[src/rtl/uart_mmio_if.sv]
// CPU data-memory bus bundle seen by the UART register block.
// The CPU drives address, strobes and write data; the block returns read data.
interface uart_mmio_if;
    logic [31:0] addr;
    logic        MemRead;
    logic        MemWrite;
    logic [31:0] wdata;
    logic [31:0] rdata;

    modport master (output addr, MemRead, MemWrite, wdata, input rdata);
    modport slave  (input addr, MemRead, MemWrite, wdata, output rdata);
endinterface

[src/rtl/uart_mmio_regs.sv]
// Memory-mapped UART front end: TX FIFO paced into the sender, RX FIFO from the
// receiver, control/status register with sticky flags and a registered interrupt.
module uart_mmio_regs #(
    parameter logic [31:0] TXD_ADDR   = 32'h4000_0018,
    parameter logic [31:0] RXD_ADDR   = 32'h4000_001C,
    parameter logic [31:0] CON_ADDR   = 32'h4000_0020,
    parameter int          FIFO_DEPTH = 4
) (
    input  logic        clk,
    input  logic        reset,
    uart_mmio_if.slave  bus,
    output logic [7:0]  tx_data,
    output logic        tx_start,
    input  logic        tx_busy,
    input  logic [7:0]  rx_data,
    input  logic        rx_valid,
    output logic        irq
);
    localparam int PTR_W = $clog2(FIFO_DEPTH);
    localparam int CNT_W = PTR_W + 1;

    localparam logic [1:0] ST_IDLE    = 2'd0;
    localparam logic [1:0] ST_START   = 2'd1;
    localparam logic [1:0] ST_WAIT_HI = 2'd2;
    localparam logic [1:0] ST_WAIT_LO = 2'd3;

    logic [7:0]       tx_mem_r [FIFO_DEPTH];
    logic [PTR_W-1:0] tx_wr_ptr_r, tx_rd_ptr_r;
    logic [CNT_W-1:0] tx_count_r;
    logic [7:0]       rx_mem_r [FIFO_DEPTH];
    logic [PTR_W-1:0] rx_wr_ptr_r, rx_rd_ptr_r;
    logic [CNT_W-1:0] rx_count_r;

    logic [1:0] state_r;
    logic [7:0] tx_data_r;
    logic       tx_start_r;
    logic       irq_r;
    logic       tx_ie_r, rx_ie_r, tx_done_r, rx_overrun_r, tx_drop_r;

    logic sel_txd_s, sel_rxd_s, sel_con_s, con_rd_s;
    logic tx_full_s, tx_push_s, tx_pop_s, tx_drop_set_s, tx_done_set_s;
    logic rx_full_s, rx_avail_s, rx_push_s, rx_pop_s, rx_overrun_set_s;
    logic [6:0] con_bits_s;
    logic [23:0] wdata_unused_s;

    // Address decode, FIFO handshakes and sticky-flag set events.
    always_comb begin
        sel_txd_s        = (bus.addr == TXD_ADDR);
        sel_rxd_s        = (bus.addr == RXD_ADDR);
        sel_con_s        = (bus.addr == CON_ADDR);
        con_rd_s         = bus.MemRead & sel_con_s;
        tx_full_s        = (tx_count_r == CNT_W'(FIFO_DEPTH));
        tx_push_s        = bus.MemWrite & sel_txd_s & ~tx_full_s;
        tx_drop_set_s    = bus.MemWrite & sel_txd_s & tx_full_s;
        tx_pop_s         = (state_r == ST_START);
        tx_done_set_s    = (state_r == ST_WAIT_LO) & ~tx_busy;
        rx_full_s        = (rx_count_r == CNT_W'(FIFO_DEPTH));
        rx_avail_s       = (rx_count_r != {CNT_W{1'b0}});
        rx_pop_s         = bus.MemRead & sel_rxd_s & rx_avail_s;
        rx_push_s        = rx_valid & (~rx_full_s | rx_pop_s);
        rx_overrun_set_s = rx_valid & rx_full_s & ~rx_pop_s;
        con_bits_s       = {tx_drop_r, rx_overrun_r, tx_full_s, rx_avail_s,
                            tx_done_r, rx_ie_r, tx_ie_r};
        wdata_unused_s   = bus.wdata[31:8];
    end

    // Combinational read mux; only an RXD read of a non-empty FIFO returns data.
    always_comb begin
        bus.rdata = 32'd0;
        if (bus.MemRead && sel_con_s) begin
            bus.rdata = {25'd0, con_bits_s};
        end else if (rx_pop_s) begin
            bus.rdata = {24'd0, rx_mem_r[rx_rd_ptr_r]};
        end else begin
            bus.rdata = 32'd0;
        end
    end

    // TX FIFO storage; stale entries are harmless because pointers gate access.
    always_ff @(posedge clk) begin
        if (tx_push_s) tx_mem_r[tx_wr_ptr_r] <= bus.wdata[7:0];
        if (rx_push_s) rx_mem_r[rx_wr_ptr_r] <= rx_data;
    end

    // FIFO pointers and occupancy counters.
    always_ff @(posedge clk) begin
        if (reset) begin
            tx_wr_ptr_r <= {PTR_W{1'b0}};
            tx_rd_ptr_r <= {PTR_W{1'b0}};
            tx_count_r  <= {CNT_W{1'b0}};
            rx_wr_ptr_r <= {PTR_W{1'b0}};
            rx_rd_ptr_r <= {PTR_W{1'b0}};
            rx_count_r  <= {CNT_W{1'b0}};
        end else begin
            if (tx_push_s) tx_wr_ptr_r <= tx_wr_ptr_r + PTR_W'(1);
            if (tx_pop_s)  tx_rd_ptr_r <= tx_rd_ptr_r + PTR_W'(1);
            case ({tx_push_s, tx_pop_s})
                2'b10:   tx_count_r <= tx_count_r + CNT_W'(1);
                2'b01:   tx_count_r <= tx_count_r - CNT_W'(1);
                default: tx_count_r <= tx_count_r;
            endcase
            if (rx_push_s) rx_wr_ptr_r <= rx_wr_ptr_r + PTR_W'(1);
            if (rx_pop_s)  rx_rd_ptr_r <= rx_rd_ptr_r + PTR_W'(1);
            case ({rx_push_s, rx_pop_s})
                2'b10:   rx_count_r <= rx_count_r + CNT_W'(1);
                2'b01:   rx_count_r <= rx_count_r - CNT_W'(1);
                default: rx_count_r <= rx_count_r;
            endcase
        end
    end

    // Sender pacing FSM; tx_start and tx_data are loaded on entry to START.
    always_ff @(posedge clk) begin
        if (reset) begin
            state_r    <= ST_IDLE;
            tx_start_r <= 1'b0;
            tx_data_r  <= 8'd0;
        end else begin
            tx_start_r <= 1'b0;
            case (state_r)
                ST_IDLE: begin
                    if (tx_count_r != {CNT_W{1'b0}}) begin
                        state_r    <= ST_START;
                        tx_start_r <= 1'b1;
                        tx_data_r  <= tx_mem_r[tx_rd_ptr_r];
                    end
                end
                ST_START:   state_r <= ST_WAIT_HI;
                ST_WAIT_HI: if (tx_busy)  state_r <= ST_WAIT_LO;
                ST_WAIT_LO: if (!tx_busy) state_r <= ST_IDLE;
                default:    state_r <= ST_IDLE;
            endcase
        end
    end

    // Control bits, sticky flags (a set in the same cycle as a CON read wins) and irq.
    always_ff @(posedge clk) begin
        if (reset) begin
            tx_ie_r      <= 1'b0;
            rx_ie_r      <= 1'b0;
            tx_done_r    <= 1'b0;
            rx_overrun_r <= 1'b0;
            tx_drop_r    <= 1'b0;
            irq_r        <= 1'b0;
        end else begin
            if (bus.MemWrite && sel_con_s) begin
                tx_ie_r <= bus.wdata[0];
                rx_ie_r <= bus.wdata[1];
            end
            tx_done_r    <= tx_done_set_s    | (tx_done_r    & ~con_rd_s);
            rx_overrun_r <= rx_overrun_set_s | (rx_overrun_r & ~con_rd_s);
            tx_drop_r    <= tx_drop_set_s    | (tx_drop_r    & ~con_rd_s);
            irq_r        <= (tx_ie_r & tx_done_r) | (rx_ie_r & rx_avail_s);
        end
    end

    assign tx_data  = tx_data_r;
    assign tx_start = tx_start_r;
    assign irq      = irq_r;
endmodule

[src/flat_wrapper.sv]
// flat-port wrapper written by rule: the top's interface ports become plain ports
module uart_mmio_regs_flat 
#(
    parameter logic [31:0] TXD_ADDR   = 32'h4000_0018,
    parameter logic [31:0] RXD_ADDR   = 32'h4000_001C,
    parameter logic [31:0] CON_ADDR   = 32'h4000_0020,
    parameter int          FIFO_DEPTH = 4
)
  (clk, reset, tx_data, tx_start, tx_busy, rx_data, rx_valid, irq, bus_addr, bus_MemRead, bus_MemWrite, bus_wdata, bus_rdata);
  uart_mmio_if bus_i ();
  input  logic clk;
  input  logic reset;
  output logic [7:0] tx_data;
  output logic tx_start;
  input  logic tx_busy;
  input  logic [7:0] rx_data;
  input  logic rx_valid;
  output logic irq;
  input wire logic [$bits(bus_i.addr)-1:0] bus_addr;
  input wire logic [$bits(bus_i.MemRead)-1:0] bus_MemRead;
  input wire logic [$bits(bus_i.MemWrite)-1:0] bus_MemWrite;
  input wire logic [$bits(bus_i.wdata)-1:0] bus_wdata;
  output wire logic [$bits(bus_i.rdata)-1:0] bus_rdata;
  assign bus_i.addr = bus_addr;
  assign bus_i.MemRead = bus_MemRead;
  assign bus_i.MemWrite = bus_MemWrite;
  assign bus_i.wdata = bus_wdata;
  assign bus_rdata = bus_i.rdata;
  uart_mmio_regs #(.TXD_ADDR(TXD_ADDR), .RXD_ADDR(RXD_ADDR), .CON_ADDR(CON_ADDR), .FIFO_DEPTH(FIFO_DEPTH)) u_core (.clk(clk), .reset(reset), .bus(bus_i), .tx_data(tx_data), .tx_start(tx_start), .tx_busy(tx_busy), .rx_data(rx_data), .rx_valid(rx_valid), .irq(irq));
endmodule
[config.mk]
export PLATFORM = sky130hd
export DESIGN_NAME = uart_mmio_regs_flat
export DESIGN_NICKNAME = d
export VERILOG_FILES = /design/src/rtl/uart_mmio_if.sv /design/src/rtl/uart_mmio_regs.sv /design/src/flat_wrapper.sv
export SDC_FILE = /design/constraint.sdc
export NUM_CORES = 1
export LEC_CHECK = 0
export CORE_AREA = 3 3 110 112
export DETAILED_ROUTE_END_ITERATION = 16
export DIE_AREA = 0 0 113 115
export PLACE_DENSITY_LB_ADDON = 0.12
export SYNTH_ARGS = -nofsm -noshare
export SYNTH_HDL_FRONTEND = slang
export SYNTH_SLANG_ARGS = --single-unit
[constraint.sdc]
create_clock -name clk -period 3.3 [get_ports clk]
set_input_delay 0.99 -clock clk [delete_from_list [all_inputs] [get_ports clk]]
set_output_delay 0.99 -clock clk [all_outputs]
set_load 0.1 [all_outputs]
# ---- Word level (Yosys, flattened, before mapping)
# Memories as Yosys holds them, arrays and structs flattened. A register that Yosys moved wholly into a read port is not among the register bits.
# Index checks and enable logic that the tools add are counted.
# W data, S select, Z words.
dict set report op_classes {
  add_sub_neg 8
  mul 0
  div_mod_pow 0
  order_cmp 0
  eq_ne 15
  n_shift 0
  mux 15
  bitwise_logic 26
  reduce_logical 10
}
# op n
set ops {}
lappend ops {{$eq A32 B31 Y1 const B} 3}
lappend ops {{$mux W32} 1}
lappend ops {{$and A1 B1 Y1} 15}
lappend ops {{$pmux W3 S2} 2}
lappend ops {{$mux W2} 5}
lappend ops {{$add A2 B1 Y2 const B} 4}
lappend ops {{$eq A2 B2 Y1 const B} 4}
lappend ops {{$mux W8} 1}
lappend ops {{$pmux W2 S4} 1}
lappend ops {{$add A3 B1 Y3 const B} 2}
lappend ops {{$eq A2 B1 Y1 const B} 3}
lappend ops {{$eq A3 B3 Y1 const B} 2}
lappend ops {{$not A1 Y1} 6}
lappend ops {{$reduce_bool A3 Y1} 2}
lappend ops {{$sub A3 B1 Y3 const B} 2}
lappend ops {{$mux W1} 5}
lappend ops {{$or A1 B1 Y1} 5}
lappend ops {{$ne A2 B2 Y1 const B} 2}
lappend ops {{$reduce_bool A2 Y1} 2}
lappend ops {{$reduce_and A3 Y1} 1}
lappend ops {{$logic_and A1 B1 Y1} 2}
lappend ops {{$logic_not A2 Y1} 1}
lappend ops {{$ne A2 B1 Y1 const B} 1}
lappend ops {{$reduce_and A2 Y1} 1}
lappend ops {{$reduce_or A2 Y1} 1}
dict set report totals {
  regBits 23
  latch_bits 0
  ram_bits 64
  romBits 0
  output_inout_bits 42
  wordCells 90
  mem_count 2
}
# memory depth word_bits rd rd_ports_with_merged_regs write_ports line
set memory_table {}
lappend memory_table {u_core.rx_mem_r 4 8 1 1 1 uart_mmio_regs.sv:30} ;# logic [7:0] rx_mem_r [FIFO_DEPTH];
lappend memory_table {u_core.tx_mem_r 4 8 1 1 1 uart_mmio_regs.sv:27} ;# logic [7:0] tx_mem_r [FIFO_DEPTH];

# ---- Depth between registers and ports, before layout
# Gate-level depths: netlist of run 1.
dict set report logic_depth {
  word_depth 7
  depth_mapped 11
  depth_no_buf 10
}

# ---- Worst setup path before layout of run 1
# No wires, ideal clock.
dict set report synth_path {
  kind {input -> output}
  startpoint {input port bus_addr[14]}
  endpoint {output port bus_rdata[0]}
  arrival_ns 3.564
  t_required_ns 2.310
  setup_slack_ns -1.254
  stages 5
  n_path_buf 1
  path_cell_list {nor4_2 nand4_2 or3_1 clkbuf_1 o2bb2ai_1}
}
dict set report synth_via {
  elab_chain_cells 5
  elab_cells_between_ends 7
  cone_classes {eq/ne: 2; mux: 2; bitwise: 2; reduce/logical: 1}
}
# element line
set synth_lines {}
lappend synth_lines {{from (decl)} flat_wrapper.sv:19} ;# input wire logic [$bits(bus_i.addr)-1:0] bus_addr;
lappend synth_lines {{$eq A32 B31 Y1} uart_mmio_regs.sv:49} ;# sel_rxd_s = (bus.addr == RXD_ADDR);
lappend synth_lines {{$and A1 B1 Y1 (2 in a row)} uart_mmio_regs.sv:59} ;# rx_pop_s = bus.MemRead & sel_rxd_s & rx_avail_s;
lappend synth_lines {{$mux W8} uart_mmio_regs.sv:72} ;# end else if (rx_pop_s) begin
lappend synth_lines {{$mux W32 *} uart_mmio_regs.sv:70} ;# if (bus.MemRead && sel_con_s) begin
lappend synth_lines {{to (decl)} flat_wrapper.sv:23} ;# output wire logic [$bits(bus_i.rdata)-1:0] bus_rdata;
# Mark *: on every way between the ends. The rest lies on a longest branch, timed or not.

# ---- Final worst setup path of run 1
dict set report layout_path {
  startpoint {input port bus_addr[26]}
  endpoint {output port bus_rdata[4]}
}
# The elaborated chain is that of the path after synthesis.

==> results.yml, run 1 <==
setup_path:
  worstSetupPathType: "input pin to primary output"
  cp_top_family: "simple AND/OR/NAND/NOR gates"
  start_kind: "input pin"
  worstPathCellList: "buf_2 -> nor4_4 -> buf_4 -> nand4_4 -> or3_4 -> buf_12 -> o2bb2ai_4 -> buf_12"
  required_ps: 2310
  end_kind: "primary output"
  crit_top_cell: "buf_12"
  crit_slowest_cell: "or3_4"
  slowest_delay_ps: 370
  crit_fanout: 8
  arrival_ps: 2540
  critPathBufInv: 4
cells_and_area:
  num_antenna_cells: 0
  final_cell_mix: "64 x edfxtp_1, 47 x buf_4, 33 x dfxtp_1"
  fin_area_sq_um: 6160
  layout_commonest_cell: "edfxtp_1"
  drive_gt1_share_pct: 31.6
  stdcell_count: 593
  utilization_pct: 54.4
  final_net_count: 541
  syn_to_final_growth_pct: 37.7
logic_synthesis:
  synth.distinct_cells: 46
  synth_area_leaders: "edfxtp_1 43%, dfxtp_1 15%, mux4_2 8.1%"
  ys_seq_elements: 97
  synth_cells: 334
  yosysTopAreaCell: "edfxtp_1"
  yosysWarnings: 0
  synth.top_cell.area_share_pct: 43.0
  netlist_area_sq_um: 4470
  synth_edf_count: 64
  synth-async-reset-ratio_pct: 0
  ys_seq_area_share_pct: 57.8
  synth_ff_type: "edfxtp_1"
  syn_area_per_cell_sq_um: 13.4
die:
  dieHeight_um: 115
  die_area_sq_um: 13000
  core_sq_um: 11300
  initial_core_util_pct: 39.5
  std_cell_rows: 39
  ios: 120
  die_w_um: 113
sta:
  finalSetupViolations: 8
  slew_violations: 0
  fin_skew_ps: 5.92
  finalWorstSetupSlack_ps: -230
  maxSlewHeadroom_pct: 59.9
  fin_crit_sh_pct: 107
  clock.fmax_ghz: 0.283
  period_needed_ps: 3530
  hold_violations: 0
  worstMarginPinSlew_ps: 601
  rsz0062_at_grt: "true"
min_path:
  hold_path.class: "flop to flop"
placement:
  placed_cells: 574
  dp.final_hpwl_um: 6890
  place_area_sq_um: 5780
  numPortBuffers: 71
  gp_congestion: 0.763
  place_ws_ps: -615
pwr:
  seqPwrFrac_pct: 38.6
  swShare_pct: 33.6
  p_switching_mw: 1.30
  p_per_area_nw_per_um2: 631
  p_leak_nw: 2.32
  intPower_mw: 2.58
  irDropWorstVdd_mv: 0.471
  clock_power_share_pct: 32.3
  comb_power_share_pct: 29.0
clocking:
  clockRootBuffer: "clkbuf_16"
  clk_latency_ps: 330
  clockBufferDepth: 2
  cts-hold-fix-buffers: 0
  cts-buffers-inserted: 9
  htreeDepth: 3
  path_clk_slew_ps: 70
  cts_sinks: 97
  tritoncts: "built"
global_routing:
  grt_pass1_vias: 3094
  grt_start_max_net_pins: 27
  grt_pass1_wl_um: 15100
  antenna_found_initial: 0
  grt.overflow.total: 0
  grt_use_total_pct: 14.8
route:
  routed_wl_um: 8900
  drc: 0
  ant_nets: 0
  first_pass_iters: 4
  drt_iter0_drc: 113
  wl_per_cell_um: 15.0
  vias: 2888
  viasPerCell: 4.87
flow_run:
  maxCapViolCount: 0
outcome:
  violations: "negative setup slack"
  status: "finished with violations"
==> synth_stat cells, types with 2 or more instances <==
cell type / count
a21oi_1: 21
and2_1: 8
and4_1: 3
buf_2: 2
buf_4: 24
clkbuf_1: 10
dfxtp_1: 33
edfxtp_1: 64
fa_1: 2
ha_1: 15
inv_1: 23
mux2i_1: 2
mux4_2: 16
nand2_1: 20
nand2b_1: 6
nand4_1: 6
nor2_1: 18
nor2b_1: 5
nor3b_1: 2
nor4_1: 2
nor4_2: 3
nor4_4: 3
o21ai_0: 2
o2bb2ai_1: 6
o31ai_1: 9
or3_1: 4
or3b_2: 2
xor2_1: 5
==> routing by layer <==
metal	up-vias	share of wire [%]	track usage, %
li1	1406	-	-
met1	1385	46	19.8
met2	89	47	23.9
met3	8	5.3	4.00
met4	0	1.2	4.25
met5	-	0	0
==> what timing repair did <==
item,4_1_cts,5_1_grt
setup endpoints to repair,12,10
endpoints found under the hold margin,0,0
pin swaps,16,4
gates resized for setup,103,4
setup buffers,3,1
==> worst paths after layout <==
kind / start / endpoint / slack, ps / depth (start not counted)
max: bus_addr[26] / bus_rdata[4] / -230 / 8
min: u_core.tx_data[2] / u_core.tx_data[2] / 460 / 2
max reg2reg: u_core.rx_count_r[0] / u_core.rx_count_r[2] / 730 / 11
min reg2reg: u_core.tx_data[2] / u_core.tx_data[2] / 460 / 2
==> sequential cells by signal, indices dropped and copies added, names as in the netlist, 2 cells and up, named ones only <==
register / count
u_core.tx_count_r: 3
u_core.tx_data: 8
u_core.rx_rd_ptr_r: 2
u_core.rx_mem_r: 32
u_core.rx_count_r: 3
u_core.rx_wr_ptr_r: 2
u_core.tx_mem_r: 32
u_core.state_r: 2
u_core.tx_rd_ptr_r: 2
u_core.tx_wr_ptr_r: 2
==> final cells by class <==
cell class / instances / area (sq um)
Clock buffer: 9 / 225
Clock inverter: 6 / 138
Fill cell: 959 / 5160
Inverter: 23 / 86.3
Multi-Input combinational cell: 201 / 1870
Sequential cell: 97 / 2580
Tap cell: 143 / 179
Timing Repair Buffer: 114 / 1080
==> metrics by stage <==
stage	power, mW	hold WS (ps)	TNS (ps)
2_1_floorplan	2.40	462	-2620
3_3_place_gp	2.65	446	-17180
3_5_place_dp	2.67	452	-17420
4_1_cts	3.93	461	-1750
5_1_grt	4.07	490	-2330
6_report	3.89	459	-1610
==> tightest hold or removal path, stage by stage, from the launching register on <==
cell and delay, ps:
dfxtp_1 310, nand2_1 50, a21oi_1 50
==> power by group through the flow <==
stage	Clock, mW	Combinational (mW)	Sequential (mW)
6_report	1.26	1.13	1.50
5_1_grt	1.33	1.22	1.52
4_1_cts	1.28	1.14	1.51
3_5_place_dp	0	1.14	1.53
3_3_place_gp	0	1.12	1.53
2_1_floorplan	0	0.599	1.80
==> cell families after synthesis <==
kind of cell | synth area share (%)
compound gates | 6.58
xor+xnor | 1.18
fa+ha+maj | 5.09
buf+inv | 7.02
flops | 57.8
mux | 9.09
other cells | 0.0839
simple gates | 13.2
(Power assumes the default switching activity.)
==> run 2: changes to the inputs <==
- CORE_AREA: 3 3 110 112 -> 3 3 138 140
- DIE_AREA: 0 0 113 115 -> 0 0 141 143
==> results.yml, run 2 (synthesis gave the netlist of run 1 again) <==
global_routing:
  grt_use_total_pct: 10.2
  antenna_found_initial: 0
  grt.overflow.total: 0
  grt_start_max_net_pins: 23
  grt_pass1_wl_um: 15800
  grt_pass1_vias: 2942
placement:
  place_area_sq_um: 5930
  place_ws_ps: -660
  gp_congestion: 0.676
  dp.final_hpwl_um: 7390
  placed_cells: 659
  numPortBuffers: 71
cells_and_area:
  fillers: 1755
  utilization_pct: 35.0
  layout_commonest_cell: "edfxtp_1"
  fin_area_sq_um: 6290
  stdcell_count: 683
  num_antenna_cells: 0
  syn_to_final_growth_pct: 40.6
  final_net_count: 544
  final_cell_mix: "64 x edfxtp_1, 45 x buf_4, 33 x dfxtp_1"
  drive_gt1_share_pct: 33.0
sta:
  whs_ps: 458
  fin_skew_ps: 5.63
  slew_violations: 0
  finalWorstSetupSlack_ps: -273
  worstMarginPinSlew_ps: 671
  period_needed_ps: 3570
  finalSetupViolations: 8
  maxSlewHeadroom_pct: 55.2
  clock.fmax_ghz: 0.280
  setup-tns-final_ps: -1920
  hold_violations: 0
  fin_crit_sh_pct: 108
  rsz0062_at_grt: "true"
route:
  routed.top_layer: "met4"
  first_pass_iters: 4
  drc: 0
  viasPerCell: 4.25
  met1_length_um: 4530
  ant_nets: 0
  vias: 2902
  wl_met3_um: 563
  wl_per_cell_um: 14.5
  drt_iter0_drc: 139
  wl_met2_um: 4640
  routed_wl_um: 9870
outcome:
  status: "finished with violations"
  violations: "negative setup slack"
die:
  die_area_sq_um: 20200
  initial_core_util_pct: 24.9
  die_w_um: 141
  core_sq_um: 18000
  dieHeight_um: 143
  std_cell_rows: 49
  ios: 120
pwr:
  swShare_pct: 36.8
  p_per_area_nw_per_um2: 574
  seqPwrFrac_pct: 41.7
  p_leak_nw: 2.30
  irDropWorstVdd_mv: 0.300
  p_total_mw: 3.61
  intPower_mw: 2.28
  clock_power_share_pct: 26.8
  comb_power_share_pct: 31.5
  p_switching_mw: 1.33
clocking:
  htreeDepth: 3
  clk_latency_ps: 350
  tritoncts: "built"
  cts-hold-fix-buffers: 0
  path_clk_slew_ps: 60
  cts-buffers-inserted: 9
  cts_sinks: 97
  clockBufferDepth: 2
  clockRootBuffer: "clkbuf_16"
setup_path:
  rrSetupSlack_ps: 780
  worst_r2r_endpoint: "u_core.rx_count_r[2]"
  crit_fanout: 8
  crit_top_cell: "buf_12"
  start_kind: "input pin"
  crit_slowest_cell: "or3_4"
  worstReg2RegStart: "u_core.rx_count_r[0]"
  end_kind: "primary output"
  slowest_delay_ps: 420
  arrival_ps: 2580
  crit_path_start: "bus_addr[27]"
  worstPathCellList: "buf_6 -> nor4_4 -> buf_4 -> nand4_4 -> or3_4 -> buf_12 -> o2bb2ai_4 -> buf_12"
  crit_end: "bus_rdata[5]"
  worstSetupPathType: "input pin to primary output"
  rr_worst_depth: 11
  required_ps: 2310
min_path:
  hold_path.class: "flop to flop"
  hp-start: "u_core.tx_data[2]"
flow_run:
  maxCapViolCount: 0
-- run 2: power groups by stage --
stage                     registers, mW  logic [mW]  clock network, mW
after floorplan                    1.80       0.599                  0
after global placement             1.53        1.14                  0
after detailed placement           1.54        1.15                  0
after CTS                          1.51        1.15               1.00
after global routing               1.53        1.23               1.06
final                              1.50        1.14              0.968
-- run 2: routing by layer --
metal  vias to the layer above  global-route usage, %
li1                       1404                      -
met3                        12                   2.91
met2                        82                   16.3
met5                         -                      0
met1                      1404                   13.3
met4                         0                   3.98
-- run 2: worst max-delay path: cells and delay by family --
family,cells,cell delay [ps]
and+or+nand+nor,3,800
AOI/OAI and AO/OA,1,170
buffers and inverters,4,620
-- run 2: final cells by class --
type                       count  area (sq um)  area share [%]
multi-input combinational    201          1890            30.0
sequential                    97          2580            41.1
clock inverter                 6          45.0           0.716
inverter                      23          86.3            1.37
tap                          229           287            4.56
timing repair buffer         117          1170            18.7
clock buffer                  10           229            3.64
-- run 2: timing repair --
action,CTS,global route
endpoints found under the setup margin,12,9
endpoints found under the hold margin,0,0
gates resized for setup,116,17
pin swaps,15,14
setup buffers,2,7
-- run 2: worst min path at each step --
stage | depth (start not counted) | end | slack [ps]
floorplan | 2 | u_core.rx_count_r[2] | 460
global placement | 2 | u_core.tx_data[3] | 450
detailed placement | 2 | u_core.tx_data[0] | 450
CTS | 2 | u_core.tx_data[3] | 460
global route | 2 | u_core.tx_data[4] | 490
finish | 2 | u_core.tx_data[2] | 460
==> run 3: changes to the inputs <==
- ABC_AREA: not set -> 1
- CORE_AREA: 3 3 138 140 -> 3 3 141 143
- DIE_AREA: 0 0 141 143 -> 0 0 144 146
- DONT_BUFFER_PORTS: not set -> 1
- SLEW_MARGIN: not set -> 20
==> results.yml, run 3 <==
clocking:
  tritoncts: "built"
  clockRootBuffer: "clkbuf_16"
  clk_latency_ps: 340
  clockBufferDepth: 2
  path_clk_slew_ps: 60
  cts-buffers-inserted: 9
  cts_sinks: 97
  htreeDepth: 3
  cts-hold-fix-buffers: 0
placement:
  numPortBuffers: 0
  gp_congestion: 0.725
  place_area_sq_um: 5070
  dp.final_hpwl_um: 7620
  place_ws_ps: 63.0
sta:
  whs_ps: 484
  finalSetupViolations: 0
  setup-tns-final_ps: 0
  finalWorstSetupSlack_ps: 82.5
  clock.fmax_ghz: 0.311
  worstMarginPinSlew_ps: 979
  slew_violations: 0
  hold_violations: 0
  fin_skew_ps: 6.98
  rsz0062_at_grt: "true"
  fin_crit_sh_pct: 97.5
  period_needed_ps: 3220
  maxSlewHeadroom_pct: 34.6
pwr:
  p_total_mw: 3.46
  irDropWorstVdd_mv: 0.737
  p_per_area_nw_per_um2: 638
  p_leak_nw: 2.09
route:
  vias: 3182
  ant_nets: 0
  routed_wl_um: 10600
  drt_iter0_drc: 158
  drc: 0
  wl_per_cell_um: 14.1
  viasPerCell: 4.24
  first_pass_iters: 4
cells_and_area:
  syn_to_final_growth_pct: 17.0
  fin_area_sq_um: 5420
  drive_gt1_share_pct: 15.5
  final_cell_mix: "79 x nor2_1, 64 x edfxtp_1, 49 x inv_1, 49 x nand2_1, 47 x o21ai_0"
  final_net_count: 606
  layout_commonest_cell: "nor2_1"
  num_antenna_cells: 0
die:
  die_area_sq_um: 21000
  initial_core_util_pct: 24.8
  std_cell_rows: 50
  core_sq_um: 18700
  dieHeight_um: 146
  ios: 120
  die_w_um: 144
logic_synthesis:
  synth.top_cell.area_share_pct: 41.5
  syn_area_per_cell_sq_um: 9.49
  synth-async-reset-ratio_pct: 0
  yosysWarnings: 0
  ys_seq_elements: 97
  synth_cells: 488
  synth_ff_type: "edfxtp_1"
  synth_edf_count: 64
  yosysTopAreaCell: "edfxtp_1"
  ys_seq_area_share_pct: 55.7
  netlist_area_sq_um: 4630
  synth_common_cells: "80 x nor2_1, 64 x edfxtp_1, 56 x inv_1"
  synth.distinct_cells: 36
  yosysMostFrequentCell: "nor2_1"
  synth_area_leaders: "edfxtp_1 41%, dfxtp_1 14%, nor2_1 6.5%"
setup_path:
  crit_path_start: "bus_addr[21]"
  crit_slowest_cell: "nor3_4"
  worst_r2r_endpoint: "u_core.rx_count_r[2]"
  worstSetupPathType: "input pin to primary output"
  crit_end: "bus_rdata[7]"
  arrival_ps: 2230
  worstReg2RegStart: "u_core.rx_count_r[0]"
  slowest_delay_ps: 200
  rr_worst_depth: 12
  worstPathCellList: "nor2_4 -> inv_2 -> nor2_1 -> nand2_1 -> inv_2 -> nand2_4 -> nor2_8 -> nand3_4 -> buf_6 -> nor3_4 -> buf_12"
  end_kind: "primary output"
  rrSetupSlack_ps: 1010
  crit_top_cell: "inv_2"
  start_kind: "input pin"
  required_ps: 2310
  crit_fanout: 4
min_path:
  min_path_cells: 2
  hold_path.class: "flop to flop"
flow_run:
  maxCapViolCount: 0
global_routing:
  antenna_found_initial: 0
  grt_pass1_wl_um: 16700
  grt_start_max_net_pins: 24
  grt_use_total_pct: 10.3
  grt_pass1_vias: 3115
  grt.overflow.total: 0
outcome:
  status: "finished clean"
[run 3: cell types whose count changed after synthesis, sizes merged, moves of 7 or more]
cell / change
a31oi: +7
and2: -7
buf: +7
clkbuf: -7
inv: +37
mux4: -16
nand2: +39
nand3: +22
nor2: +68
nor3: +7
nor4: -8
o21ai: +48
o22ai: +7
o31ai: -9
[run 3: kinds of logic after synthesis]
| logic type | synth area share (%) |
|---|---|
| other | 0.0809 |
| DFF | 55.7 |
| adders and majority gates | 4.91 |
| AOI/OAI and AO/OA | 10.4 |
| xor gates and xnor gates | 0.189 |
| and+or+nand+nor | 18.4 |
| buffers and inverters | 10.3 |
[run 3: timing repair]
action | CTS | global route
resized for setup | 0 | 13
hold endpoints to repair | 0 | 0
buffers inserted | 0 | 4
endpoints found under the setup margin | 0 | 4
[run 3: where the power goes]
part | internal [mW] | switching (mW) | leakage, nW
registers | 1.40 | 0.403 | 0.851
logic | 0.152 | 0.459 | 1.10
clock network | 0.591 | 0.453 | 0.147
[run 3: layout make-up]
cell class | instances | area (sq um)
Clock buffer | 10 | 229
Timing Repair Buffer | 25 | 292
Inverter | 61 | 231
Fill cell | 1950 | 13300
Sequential cell | 97 | 2580
Clock inverter | 6 | 66.3
Multi-Input combinational cell | 317 | 1730
Tap cell | 234 | 293
[run 3: stage by stage]
| stage | instances | utilization, % |
|---|---|---|
| finish | 750 | 29.0 |
| global route | 750 | 29.0 |
| CTS | 746 | 28.7 |
| detailed placement | 730 | 27.1 |
| global placement | 730 | 27.1 |
| floorplan | 511 | - |
[run 3: routing by layer]
| layer | vias up | wire, um | global-route usage, % |
|---|---|---|---|
| met5 | - | 0 | 0 |
| met4 | 0 | 138 | 2.82 |
| met1 | 1449 | 4840 | 13.0 |
| li1 | 1622 | - | - |
| met3 | 17 | 831 | 3.94 |
| met2 | 94 | 4800 | 16.4 |
[run 3: worst min path at each step]
| stage | slack, ps | endpoint | startpoint |
|---|---|---|---|
| finish | 480 | u_core.rx_overrun_r | u_core.rx_overrun_r |
| detailed placement | 470 | u_core.tx_drop_r | u_core.tx_drop_r |
| global route | 510 | u_core.tx_drop_r | u_core.tx_drop_r |
| floorplan | 440 | u_core.tx_drop_r | u_core.tx_drop_r |
| global placement | 460 | u_core.tx_drop_r | u_core.tx_drop_r |
| CTS | 480 | u_core.tx_drop_r | u_core.tx_drop_r |
[run 3: critical path: cells and delay by family]
kind                   cells  cell delay [ps]
buffers and inverters      4              450
AND/OR/NAND/NOR            7              770
